File: config.mk
export PLATFORM = sky130hd
export DESIGN_NAME = mem_bus_arbiter
export DESIGN_NICKNAME = d
export VERILOG_FILES = /design/src/rtl/mem_bus_arbiter_pkg.sv /design/src/rtl/mem_bus_arbiter_line_latch.sv /design/src/rtl/mem_bus_arbiter.sv
export SDC_FILE = /design/constraint.sdc
export NUM_CORES = 1
export LEC_CHECK = 0
export ABC_AREA = 1
export CORE_AREA = 2 2 263 265
export CTS_CLUSTER_SIZE = 24
export DETAILED_ROUTE_END_ITERATION = 7
export DIE_AREA = 0 0 265 267
export GPL_ROUTABILITY_DRIVEN = 0
export PLACE_DENSITY = 0.52
export SYNTH_ARGS = -nofsm -noshare
export SYNTH_HDL_FRONTEND = slang
export SYNTH_SLANG_ARGS = --single-unit
export TNS_END_PERCENT = 5
File: constraint.sdc
create_clock -name clk -period 1.35 [get_ports clk]
set_input_delay 0.2025 -clock clk [delete_from_list [all_inputs] [get_ports clk]]
set_output_delay 0.2025 -clock clk [all_outputs]
set_load 0.01 [all_outputs]
File: src/rtl/mem_bus_arbiter_pkg.sv
// Shared definitions for the I/D-cache to DataMem arbiter: FSM state
// encoding, grant bit positions and the line-width derivation.
package mem_bus_arbiter_pkg;

  typedef enum logic [1:0] {
    ST_IDLE    = 2'd0,
    ST_GRANT_I = 2'd1,
    ST_GRANT_D = 2'd2
  } arb_state_t;

  // Bit positions inside the {d,i} grant vector.
  localparam int GRANT_I_BIT = 0;
  localparam int GRANT_D_BIT = 1;

  localparam logic [1:0] GRANT_NONE   = 2'b00;
  localparam logic [1:0] GRANT_I_MASK = 2'(1 << GRANT_I_BIT);
  localparam logic [1:0] GRANT_D_MASK = 2'(1 << GRANT_D_BIT);

  // A line holds 2**lineword_addr_len 32-bit words.
  function automatic int line_width(input int lineword_addr_len);
    return 32 << lineword_addr_len;
  endfunction

endpackage

File: src/rtl/mem_bus_arbiter_line_latch.sv
// Per-master holding register for the last line returned by DataMem.
module mem_bus_arbiter_line_latch #(
  parameter int WIDTH = 128
) (
  input  logic             clk,
  input  logic             rstn,
  input  logic             capture,
  input  logic [WIDTH-1:0] line_in,
  output logic [WIDTH-1:0] line_out
);

  // Capture on the owner's handshake, otherwise hold.
  always_ff @(posedge clk or negedge rstn) begin
    if (!rstn) begin
      line_out <= '0;
    end else if (capture) begin
      line_out <= line_in;
    end
  end

endmodule

File: src/rtl/mem_bus_arbiter.sv
// Two-master arbiter (I-cache read-only, D-cache read/write-back) in front
// of the single line-granular DataMem port. Whole-line transactions are
// serialized with at least one idle cycle between them.
// Optional feature: define ARB_ROUND_ROBIN_EN for round-robin tie breaking;
// otherwise the D-cache always wins a simultaneous request.
//
//   state      | meaning
//   -----------+-----------------------------------------------
//   ST_IDLE    | no owner, mem_* outputs all zero, arbitrating
//   ST_GRANT_I | I-cache owns DataMem, waiting for handshake
//   ST_GRANT_D | D-cache owns DataMem, waiting for handshake
module mem_bus_arbiter
  import mem_bus_arbiter_pkg::*;
#(
  parameter int TAG_LEN           = 3,
  parameter int INDEX_ADDR_LEN    = 5,
  parameter int LINEWORD_ADDR_LEN = 2,
  parameter int MEM_ADDR_LEN      = TAG_LEN + INDEX_ADDR_LEN,
  parameter int LINE_W            = line_width(LINEWORD_ADDR_LEN)
) (
  input  logic                    clk,
  input  logic                    rstn,
  input  logic                    i_rd_req,
  input  logic [MEM_ADDR_LEN-1:0] i_addr,
  output logic [LINE_W-1:0]       i_rd_line,
  output logic                    i_handshake,
  input  logic                    d_rd_req,
  input  logic                    d_wr_req,
  input  logic [MEM_ADDR_LEN-1:0] d_addr,
  input  logic [LINE_W-1:0]       d_wr_line,
  output logic [LINE_W-1:0]       d_rd_line,
  output logic                    d_handshake,
  output logic                    mem_rd_req,
  output logic                    mem_wr_req,
  output logic [MEM_ADDR_LEN-1:0] mem_addr,
  output logic [LINE_W-1:0]       mem_wr_line,
  input  logic [LINE_W-1:0]       mem_rd_line,
  input  logic                    mem_handshake,
  output logic [1:0]              grant
);

  arb_state_t        state;
  logic              i_pend;
  logic              d_pend;
  logic              pick_d;
  logic              i_hs;
  logic              d_hs;
  logic [LINE_W-1:0] i_latch;
  logic [LINE_W-1:0] d_latch;

  assign i_pend = i_rd_req;
  assign d_pend = d_rd_req | d_wr_req;

  // A handshake only counts while the owner is still requesting.
  assign i_hs = (state == ST_GRANT_I) & i_pend & mem_handshake;
  assign d_hs = (state == ST_GRANT_D) & d_pend & mem_handshake;

  assign i_handshake = i_hs;
  assign d_handshake = d_hs;

  // Fresh data passes straight through in the handshake cycle.
  assign i_rd_line = i_hs ? mem_rd_line : i_latch;
  assign d_rd_line = d_hs ? mem_rd_line : d_latch;

`ifdef ARB_ROUND_ROBIN_EN
  logic last_d;

  // On a tie, D wins unless D was the most recent grant.
  assign pick_d = d_pend & (~i_pend | ~last_d);

  // Remember which master was granted last; reset means "I last".
  always_ff @(posedge clk or negedge rstn) begin
    if (!rstn) begin
      last_d <= 1'b0;
    end else if ((state == ST_IDLE) && (i_pend || d_pend)) begin
      last_d <= pick_d;
    end
  end
`else
  assign pick_d = d_pend;
`endif

  // Arbitration FSM with registered grant vector.
  always_ff @(posedge clk or negedge rstn) begin
    if (!rstn) begin
      state <= ST_IDLE;
      grant <= GRANT_NONE;
    end else begin
      case (state)
        ST_IDLE: begin
          if (pick_d) begin
            state <= ST_GRANT_D;
            grant <= GRANT_D_MASK;
          end else if (i_pend) begin
            state <= ST_GRANT_I;
            grant <= GRANT_I_MASK;
          end
        end
        ST_GRANT_I: begin
          if (!i_pend || mem_handshake) begin
            state <= ST_IDLE;
            grant <= GRANT_NONE;
          end
        end
        ST_GRANT_D: begin
          if (!d_pend || mem_handshake) begin
            state <= ST_IDLE;
            grant <= GRANT_NONE;
          end
        end
        default: begin
          state <= ST_IDLE;
          grant <= GRANT_NONE;
        end
      endcase
    end
  end

  // Route the owner's request onto the DataMem port; idle drives zeros.
  always_comb begin
    mem_rd_req  = 1'b0;
    mem_wr_req  = 1'b0;
    mem_addr    = '0;
    mem_wr_line = '0;
    case (state)
      ST_GRANT_I: begin
        mem_rd_req = i_rd_req;
        mem_addr   = i_addr;
      end
      ST_GRANT_D: begin
        mem_rd_req  = d_rd_req;
        mem_wr_req  = d_wr_req;
        mem_addr    = d_addr;
        mem_wr_line = d_wr_line;
      end
      default: ;
    endcase
  end

  mem_bus_arbiter_line_latch #(.WIDTH(LINE_W)) u_i_latch (
    .clk      (clk),
    .rstn     (rstn),
    .capture  (i_hs),
    .line_in  (mem_rd_line),
    .line_out (i_latch)
  );

  mem_bus_arbiter_line_latch #(.WIDTH(LINE_W)) u_d_latch (
    .clk      (clk),
    .rstn     (rstn),
    .capture  (d_hs),
    .line_in  (mem_rd_line),
    .line_out (d_latch)
  );

endmodule

==> results of run 1 <==
logic make-up (layout without fill, tap and decap cells):
kind of cell               Yosys count  after routing  share of synthesized area (%)
and+or+nand+nor                    418            418                           14.1
buffers and inverters              339           1198                           13.3
AOI/OAI and AO/OA                  265            265                           15.3
DFF                                258            258                           56.8
adders and majority gates            4              4                          0.440
power by group:
part | leakage (uW) | internal, uW | switching (uW) | total [uW]
combinational | 0.00848 | 10900 | 12000 | 23000
clock | 0.000517 | 5030 | 3310 | 8350
sequential | 0.00331 | 11000 | 981 | 12000
registers in the layout, indices dropped and copies added, names as in the netlist:
signal	count
u_d_latch.line_out	128
state	2
u_i_latch.line_out	128
final timing paths:
path / slack (ns) / start / cells past startpoint / to
max: -1.11 / state[1]$_DFFE_PN0P_ / 7 / i_rd_line[34]
min: 0.10 / rstn / 2 / u_d_latch.line_out[61]$_DFF_PN0_
max reg2reg: -0.47 / state[1]$_DFFE_PN0P_ / 10 / u_i_latch.line_out[104]$_DFF_PN0_
min reg2reg: 0.47 / u_d_latch.line_out[62]$_DFF_PN0_ / 2 / u_d_latch.line_out[62]$_DFF_PN0_
max in group asynchronous: 0.55 / rstn / 3 / u_i_latch.line_out[68]$_DFF_PN0_
min in group clk: 0.21 / mem_rd_line[42] / 3 / u_d_latch.line_out[42]$_DFF_PN0_
layout make-up:
class                   count  area (um2)  share of cell area [%]
well taps                 882        1100                    5.11
clock inverters            12         121                   0.562
clock buffers              46         912                    4.22
multi-input cells         687        4050                    18.8
inverters                 267        1000                    4.64
flip-flops and latches    258        6460                    29.9
repair buffers            873        7940                    36.8
worst register-to-register path, cell delays in order (launching register included):
cell and delay, ns:
dfrtp_1 0.43, inv_2 0.10, ha_4 0.14, nand3_4 0.14, buf_12 0.20, buf_8 0.15, clkbuf_16 0.16, nand2_2 0.08
o21ai_4 0.06, buf_4 0.13, buf_4 0.12
timing repair:
item / 4_1_cts / 5_1_grt
endpoints found under the hold margin: 258 / 0
hold buffers: 1 / 0
endpoints found under the setup margin: 656 / 656
setup buffers: 4 / 12
pin swaps: 0 / 4
gates cloned: 4 / 5
gates resized for setup: 465 / 681
per-stage QoR:
stage / utilization (%) / hold WS [ns] / total power, uW
final: 31.8 / 0.105 / 43300
after global routing: 31.8 / 0.0874 / 46100
after CTS: 31.4 / 0.0790 / 43500
after detailed placement: 30.1 / 0.113 / 36800
after global placement: 30.1 / 0.111 / 36600
after floorplan: - / -0.0931 / 21500
routing by layer:
layer  vias up  GRT usage, %  part of all wire (%)
met5         -             0                     0
met4         0          5.28                   4.0
met2       414          26.4                    54
met3        96          3.14                   6.4
met1      5427          13.6                    35
li1       5562             -                     -
cells in the final DEF (no fill, tap or decap):
cell             synthesis  layout
dfrtp_1                258     257
buf_4                    1     186
inv_2                    0       5
dlymetal6s2s_1           0      57
clkinv_4                 0       1
buf_12                   0      24
o21ai_0                 40       5
nand2_1                407     380
nand3_1                  4       4
nand4_1                  2       2
buf_8                    0       5
clkbuf_2                 0      95
clkbuf_16                0      35
o21ai_4                  0      25
ha_4                     0       2
bufbuf_16                0       2
inv_6                    0       2
dlygate4sd3_1            0       1
clkbuf_8                 0       8
clkdlybuf4s50_1          0     310
dfrtp_2                  0       1
nor2_1                   2       2
nand2_4                  0       8
buf_16                   0       5
o21ai_2                110     173
clkdlybuf4s15_2          0       6
buf_2                   41      93
ha_1                     4       2
inv_1                  266     261
a21oi_1                  9       8
dlygate4sd2_1            0      41
clkbuf_1                 4       7
nand3_4                  1       2
a21oi_2                  0       1
clkinv_1                 1       1
buf_6                   25      44
nand2_2                  1      20
o21ai_1                106      53
clkinv_2                 0       7
bufinv_16                0       2
==> summary.txt, run 1 <==
Global routing
  – Global-route wire length before repair: ~73 mm
  – Initial antenna violation count: 2
  – Total GRT Usage: 13.5%
  – Largest net degree at the start of global routing: between 60 and 70
  – Vias in the first global route: 12.0k
  – Grt total ovfl: 0

Place
  – Cell Area, Placed: 0.0204 mm2
  – Number of port buffers: a little under 700
  – Dpl ws: -1.08 ns
  – Hpwl dp: approximately 40 mm
  – Dpl cells: 2,942

Synth
  – Synthesized net count: about 1.6k
  – Synth area leader: dfrtp_1
  – FF+latch count, synth: 258
  – EDFF count, synth: 0
  – Synth cell count leaders: nand2_1 (407), inv_1 (266), dfrtp_1 (258), o21ai_2 (110), o21ai_1 (106)
  – Cells after Synth: between 1k and 1.5k
  – Mapped Area: between 0.01 and 0.015 mm2
  – Netlist cell types: 20
  – Most numerous cell in the Yosys netlist: nand2_1
  – YS warnings: 0
  – Syn avg cell area: 8.85 um2
  – Post-synthesis sequential area ratio: between 50% and 60%
  – Async S/R FF share, synth: 100%
  – Post-synth top flop: dfrtp_1
  – Area share of the largest cell type after synthesis: 56.8%
  – Area contributors post-synth: dfrtp_1 (57%), nand2_1 (13%), inv_1 (8.8%), o21ai_2 (8.5%), o21ai_1 (4.7%)

Clocking
  – CTS max path bufs: 3
  – Clock Latency Late Sink: a little under 0.6 ns
  – Clock transition at path regs: roughly 0.060 ns
  – # clock sinks: between 200 and 300
  – CTS Buf Count: 31
  – CTS tree: done
  – H-tree depth: 1
  – Root Driver: clkbuf_16

Critical path
  – Slowest library cell on the worst path: dfrtp_1
  – Crit path largest cell delay: 0.43 ns
  – Max Fanout on Critical Path: 13
  – CP Cell Sequence: inv_2, ha_4, nand3_4, buf_12, buf_4, o21ai_1, dlygate4sd2_1
  – Crit path max-delay family: buffers and inverters
  – Buf/Inv on CP: 4
  – Crit path capture type: output port
  – Crit path launch type: flip-flop
  – Setup CP Type: flip-flop to output port
  – CP arrival: approximately 2.3 ns
  – Required @ worst endpoint: roughly 1.2 ns

Cells and area
  – Share of layout cells above drive strength 1: about a third
  – Antenna cells: 0
  – Design area: 0.0216 mm2
  – Area Growth Syn to Fin: 90.0%
  – Cell Count, Final, Fillers Out: 3,025
  – Layout Nets: 2,400
  – FILL cells: 7,125

Routing
  – Final WL: 50.5 mm
  – DR pass1 iterations: 5
  – Via count: 11.5k
  – Routed Antenna Nets: 0
  – Drt wl/cell: between 15 and 20 um
  – First DRT Iteration DRCs: 453
  – DRC: 0
  – Via density: 3.80

Outcome
  – Failing checks: negative setup slack
  – Outcome: complete, but fails checks

Timing
  – Setup_tns: -415.39 ns
  – Fmax: 406 MHz
  – Setup Skew: 0.0314 ns
  – Final clock period utilization by the worst path: 183%
  – RSZ-0062 raised after global routing: true
  – Final count of pins violating max slew: 0
  – Worst slew pin tran: approximately 0.39 ns
  – Final Hold Viols: 0
  – Worst slew margin: 73.8%
  – Final setup violation count: 656
  – Minimum clock period: approximately 2.5 ns
  – Final worst slack: -1.11 ns

Floorplanning
  – Io pins: 676
  – Full die area: 0.0708 mm2
  – Cell row count: 96
  – Starting Density: between 10% and 20%
  – Core area: between 0.06 and 0.07 mm2
  – Die H: 267 um
  – Die width: ~270 um

Min path
  – Hold crit path type: input port to asynchronous set/reset pin

Power and ir drop
  – Max VDD drop: 908 uV
  – Lkg Pwr: between 0.01 and 0.015 uW
  – Power density cells: approximately 2000 mW/mm2

Flow run
  – Max-cap viol count: 0
(Power assumes the default switching activity.)
==> inputs of run 2 (changes only) <==
- DONT_BUFFER_PORTS: default -> 1
- PLACE_DENSITY: 0.52 -> 0.38
- SLEW_MARGIN: default -> 20
==> summary.txt, run 2 (synthesis gave the netlist of run 1 again) <==
Floorplanning
  – Cell row count: 96 (unchanged)
  – Die H: 267 um (unchanged)
  – Full die area: 0.0708 mm2 (unchanged)
  – Io pins: 676 (unchanged)
  – Starting Density: 16.7% (unchanged)
  – Die width: 265 um (unchanged)
  – Core area: 0.0680 mm2 (unchanged)

Timing
  – Final hold slack: -0.704 ns (-0.809 ns)
  – Fmax: 436 MHz (+7.5%)
  – Worst slew margin: 68.4% (-5.4 points)
  – Final worst slack: -0.942 ns (+0.172 ns)
  – Final count of pins violating max slew: 0 (unchanged)
  – Final Hold Viols: 265 (+265)
  – Worst slew pin tran: 0.474 ns (+0.0815 ns)
  – Final setup violation count: 655 (-0.15%)
  – Final clock period utilization by the worst path: 170% (-13 points)
  – RSZ-0062 raised after global routing: true
  – Setup_tns: -355.85 ns (+59.54 ns)
  – Minimum clock period: 2.29 ns (-0.172 ns)
  – Setup Skew: 0.0176 ns (-0.0138 ns)

Routing
  – Via density: 3.88 (+2.2%)
  – DR pass1 iterations: 6 (+1)
  – Routed Antenna Nets: 0 (unchanged)
  – Via count: 9,358 (-19%)
  – First DRT Iteration DRCs: 546 (+21%)
  – Final WL: 47.0 mm (-7.0%)
  – DRC: 0 (unchanged)
  – Drt wl/cell: 19.5 um (+17%)

Power and ir drop
  – Power density cells: 2210 mW/mm2 (+10%)
  – Switching pwr: 16,200 uW (-0.62%)
  – Sequential Power Share: 31.3% (+3.6 points)
  – Clock group share of total power: 22.7% (+3.4 points)
  – Lkg Pwr: 0.00855 uW (-31%)
  – Internal: 22,200 uW (-18%)
  – Combinational power share: 46.0% (-7.1 points)
  – Sw Ratio: 42.3% (+4.5 points)
  – Max VDD drop: 1120 uV (+24%)

Min path
  – Hold crit path type: input port to asynchronous set/reset pin

Cells and area
  – Most frequent cells in the layout: nand2_1 (321), dfrtp_1 (257), inv_1 (153)
  – Area Growth Syn to Fin: 52.7%
  – Most common cell after layout, fill and taps aside: nand2_1
  – FILL cells: 7,271 (+2.0%)
  – Share of layout cells above drive strength 1: 41.3% (+6.2 points)
  – Layout Nets: 1,781 (-26%)
  – Top Registers: u_d_latch.line_out x128, u_i_latch.line_out x128, state x2

Critical path
  – CP arrival: 2.09 ns (-0.17 ns)
  – Crit path capture type: output port
  – Reg2Reg Capture Point: u_d_latch.line_out[65]$_DFF_PN0_
  – Reg2reg start: state[0]$_DFFE_PN0P_
  – Crit path launch type: flip-flop
  – Max Fanout on Critical Path: 34 (+21)
  – R2R cell count: 6 (-4)
  – Setup slack, reg-to-reg: -0.25 ns (+0.22 ns)
  – Required @ worst endpoint: 1.15 ns (about the same)
  – Setup CP Type: flip-flop to output port

Clocking
  – Clock Latency Late Sink: 0.61 ns (+0.02 ns)
  – CTS tree: done
  – CTS max path bufs: 3 (unchanged)
  – # clock sinks: 258 (unchanged)
  – Clock transition at path regs: 0.06 ns (about the same)
  – Hold_buf cts: 129 (+128)
  – Root Driver: clkbuf_16
  – H-tree depth: 1 (unchanged)
  – CTS Buf Count: 31 (unchanged)

Place
  – Hpwl dp: 35.6 mm (-11%)
  – Number of port buffers: 0 (-100%)

Flow run
  – Max-cap viol count: 0 (unchanged)

Global routing
  – Total GRT Usage: 12.4% (-1.0 points)
  – Initial antenna violation count: 2 (unchanged)
  – Grt total ovfl: 0 (unchanged)
  – Largest net degree at the start of global routing: 259 (+320%)
  – Vias in the first global route: 9,678 (-19%)
  – Global-route wire length before repair: 66.2 mm (-9.3%)

Outcome
  – Failing checks: negative hold slack, negative setup slack
  – Outcome: complete, but fails checks
## run 2: stage by stage
stage / instance area (um2) / power (uW) / setup WS [ns] / utilization [%] / std cells
4_1_cts: 16700 / 37900 / -0.982 / 24.6 / 2403
5_1_grt: 17400 / 40600 / -1.04 / 25.5 / 2409
2_1_floorplan: 11600 / 21500 / -0.216 / - / 1284
3_3_place_gp: 13400 / 26500 / -0.406 / 19.7 / 2211
3_5_place_dp: 13400 / 26600 / -0.429 / 19.7 / 2211
6_report: 17400 / 38400 / -0.942 / 25.5 / 2409
## run 2: power groups by stage
stage	Combinational [uW]	Clock (uW)	Sequential (uW)
after detailed placement	14700	0	12000
after global routing	18900	9340	12300
after CTS	16900	9090	11900
final	17700	8710	12000
after floorplan	9720	0	11700
after global placement	14600	0	11900
## run 2: final cells by class
cell class                      count  area (um2)  area share (%)
Sequential cell                   258        6460            37.2
Multi-Input combinational cell    687        4890            28.2
Antenna cell                        3        7.51          0.0433
Timing Repair Buffer              254        2830            16.3
Tap cell                          882        1100            6.36
Clock inverter                     14         153           0.880
Clock buffer                       44         905            5.21
Inverter                          267        1010            5.83
## run 2: timing repair
action / 4_1_cts / 5_1_grt
gates resized for setup: 298 / 162
gates cloned: 1 / 3
endpoints found under the hold margin: 515 / 266
setup endpoints to repair: 655 / 656
setup buffers: 4 / 0
pin swaps: 3 / 1
## run 2: worst max-delay path by stage
stage                         start             end  slack (ns)  depth (start not counted)
3_3_place_gp   state[1]$_DFFE_PN0P_   i_rd_line[88]       -0.41                          6
5_1_grt        state[0]$_DFFE_PN0P_   d_rd_line[80]       -1.04                          7
6_report       state[0]$_DFFE_PN0P_   d_rd_line[69]       -0.94                          6
2_1_floorplan  state[1]$_DFFE_PN0P_   i_rd_line[10]       -0.22                          6
4_1_cts        state[0]$_DFFE_PN0P_   d_rd_line[27]       -0.98                          7
3_5_place_dp   state[1]$_DFFE_PN0P_  i_rd_line[119]       -0.43                          7
## run 2: critical path: stages, from the launching register on
cell     delay [ns]
dfrtp_2        0.45
inv_4          0.08
ha_4           0.16
nand3_4        0.11
buf_12         0.17
buf_16         0.21
o21ai_2        0.26
## run 2: per-layer routing
layer | wire length, um | global-route usage [%] | share of wire, % | vias up
li1 | - | - | - | 4315
met1 | 15100 | 12.0 | 32 | 4542
met2 | 26000 | 23.9 | 55 | 421
met3 | 3620 | 3.85 | 7.7 | 80
met4 | 2270 | 5.89 | 4.8 | 0
met5 | 0 | 0 | 0 | -
==> inputs of run 3 (changes only) <==
- CORE_AREA: 2 2 263 265 -> 2 2 261 263
- DIE_AREA: 0 0 265 267 -> 0 0 263 265
- PLACE_DENSITY: 0.38 -> 0.39
==> summary.txt, run 3 (synthesis gave the netlist of run 1 again) <==
Outcome
  – Outcome: complete, but fails checks
  – Failing checks: negative hold slack, negative setup slack

Critical path
  – CP arrival: 2.09 ns (about the same)
  – Required @ worst endpoint: 1.15 ns (about the same)
  – Reg2reg start: state[1]$_DFFE_PN0P_
  – Setup CP Type: flip-flop to output port
  – Crit path launch type: flip-flop
  – Crit path capture type: output port
  – Max Fanout on Critical Path: 7 (-79%)
  – Worst Setup SP: state[1]$_DFFE_PN0P_

Timing
  – Final hold slack: -0.605 ns (+0.0993 ns)
  – Worst slew margin: 54.1% (-14 points)
  – Final setup violation count: 652 (-0.46%)
  – Final clock period utilization by the worst path: 169% (-0.33 points)
  – Final count of pins violating max slew: 0 (unchanged)
  – Minimum clock period: 2.29 ns (-0.00449 ns)
  – Worst slew pin tran: 0.689 ns (+0.214 ns)
  – Final worst slack: -0.938 ns (+0.00449 ns)
  – Final Hold Viols: 261 (-1.5%)
  – Fmax: 437 MHz (+0.20%)
  – Setup Skew: 0.0285 ns (+0.0109 ns)
  – RSZ-0062 raised after global routing: true

Power and ir drop
  – Clock group share of total power: 22.1% (-0.6 points)
  – Max VDD drop: 1160 uV (+3.3%)
  – Switching pwr: 16,200 uW (-0.29%)
  – Power density cells: 2140 mW/mm2 (-3.2%)
  – Internal: 23,400 uW (+5.7%)
  – Tot Pwr: 39,600 uW (+3.2%)
  – Sw Ratio: 40.8% (-1.4 points)
  – Combinational power share: 47.1% (+1.1 points)
  – Lkg Pwr: 0.00918 uW (+7.4%)
  – Sequential Power Share: 30.8% (-0.5 points)

Global routing
  – GR Util met2: 22.9% (-1.0 points)
  – Grt total ovfl: 0 (unchanged)
  – Routing usage on met1: 13.1% (+1.2 points)
  – Initial antenna violation count: 4 (+2)
  – Global-route wire length before repair: 67.1 mm (+1.3%)
  – Met3 Use GR: 4.34% (+0.49 points)
  – Global-route layer with the greatest usage: met2
  – Largest net degree at the start of global routing: 259 (unchanged)
  – Vias in the first global route: 10.1k (+4.8%)
  – Total GRT Usage: 12.7% (+0.24 points)

Clocking
  – H-tree depth: 2 (+1)
  – # clock sinks: 258 (unchanged)
  – CTS max path bufs: 3 (unchanged)
  – CTS Buf Count: 34 (+9.7%)
  – CTS tree: done
  – Root Driver: clkbuf_16
  – Clock transition at path regs: 0.06 ns (about the same)
  – Clock Latency Late Sink: 0.53 ns (-0.08 ns)

Floorplanning
  – Io pins: 676 (unchanged)
  – Die width: 263 um (-0.75%)
  – Core area: 0.0668 mm2 (-1.7%)
  – Starting Density: 17.0% (+0.30 points)
  – Cell row count: 95 (-1.0%)
  – Die H: 265 um (-0.75%)
  – Full die area: 0.0697 mm2 (-1.5%)

Routing
  – DR pass1 iterations: 5 (-1)
  – Final WL: 47.7 mm (+1.4%)
  – Via count: 9,766 (+4.4%)
  – Drt wl/cell: 19.5 um (-0.31%)
  – Via density: 3.98 (+2.6%)
  – First DRT Iteration DRCs: 484 (-11%)
  – Routed Antenna Nets: 0 (unchanged)
  – DRC: 0 (unchanged)

Place
  – Number of port buffers: 0 (unchanged)
  – Dpl ws: -0.464 ns (-0.0351 ns)
  – Dpl cells: 2,227 (+0.72%)
  – Hpwl dp: 32.7 mm (-8.0%)

Cells and area
  – Top Registers: u_d_latch.line_out x128, u_i_latch.line_out x128, state x2
  – Cell Count, Final, Fillers Out: 2,451 (+1.7%)
  – Most frequent cells in the layout: nand2_1 (296), dfrtp_1 (258), inv_1 (221)
  – Final Core Density: 27.7% (+2.2 points)
  – Share of layout cells above drive strength 1: 40.6% (-0.70 points)
  – Area Growth Syn to Fin: 62.9%
  – Layout Nets: 1,836 (+3.1%)
  – Most common cell after layout, fill and taps aside: nand2_1

Flow run
  – Max-cap viol count: 0 (unchanged)

Min path
  – Hold crit path type: input port to asynchronous set/reset pin
==> run 3: changes by cell type in the layout (fill, tap and decap cells not counted), sizes merged <==
cell and delta:
bufinv -1, buf +43, dlygate4sd3 +3, clkinv -4, clkbuf +12, inv -2
==> run 3: cell type report <==
type                       instances  area, um2
fill                            7025      48300
sequential                       258       6460
multi-input combinational        687       5240
timing repair buffer             306       3630
tap                              873       1090
inverter                         267       1010
clock buffer                      50        992
clock inverter                     7       81.3
antenna                            3       7.51
==> run 3: power by group through the flow <==
stage | Combinational [uW] | Clock [uW] | Sequential [uW]
finish | 18700 | 8760 | 12200
global route | 20100 | 9450 | 12500
CTS | 17100 | 9110 | 12000
detailed placement | 14400 | 0 | 11900
global placement | 14300 | 0 | 11900
floorplan | 9720 | 0 | 11700
==> run 3: what timing repair did <==
item | in CTS | in global routing
buffers inserted | 8 | 4
hold buffers | 131 | 1
endpoints found under the hold margin | 478 | 265
gates cloned | 11 | 10
pin swaps | 9 | 6
resized for setup | 354 | 167
endpoints found under the setup margin | 650 | 656
==> run 3: final timing paths <==
| kind | end | slack, ns | depth (start not counted) |
|---|---|---|---|
| hold reg to reg | u_d_latch.line_out[15]$_DFF_PN0_ | 0.48 | 2 |
| hold / removal | u_i_latch.line_out[78]$_DFF_PN0_ | -0.61 | 0 |
| setup reg to reg | u_i_latch.line_out[93]$_DFF_PN0_ | -0.41 | 10 |
| max in group asynchronous | u_i_latch.line_out[123]$_DFF_PN0_ | 1.38 | 0 |
| setup / recovery | i_rd_line[96] | -0.94 | 9 |
| min in group clk | u_d_latch.line_out[100]$_DFF_PN0_ | -0.03 | 2 |
==> run 3: worst max-delay path, stage by stage (launching register included) <==
cell,delay (ns)
dfrtp_1,0.42
inv_2,0.09
ha_4,0.14
nand3_4,0.08
buf_6,0.15
buf_6,0.12
buf_16,0.15
buf_8,0.13
o21ai_2,0.13
buf_6,0.13
==> run 3: per-stage QoR <==
step,area (um2),hold slack (ns),setup TNS [ns]
after floorplan,11600,-0.0931,-89.43
after global placement,13500,-0.0872,-164.65
after detailed placement,13500,-0.0870,-171.37
after CTS,17500,-0.661,-397.22
after global routing,18500,-0.645,-407.88
final,18500,-0.605,-354.60
==> run 3: metal layers <==
layer	routed length (um)	part of all wire, %	vias to the layer above
met4	2120	4.4	0
met2	24900	52	441
met5	0	0	-
met3	4010	8.4	102
met1	16600	35	4784
li1	-	-	4439
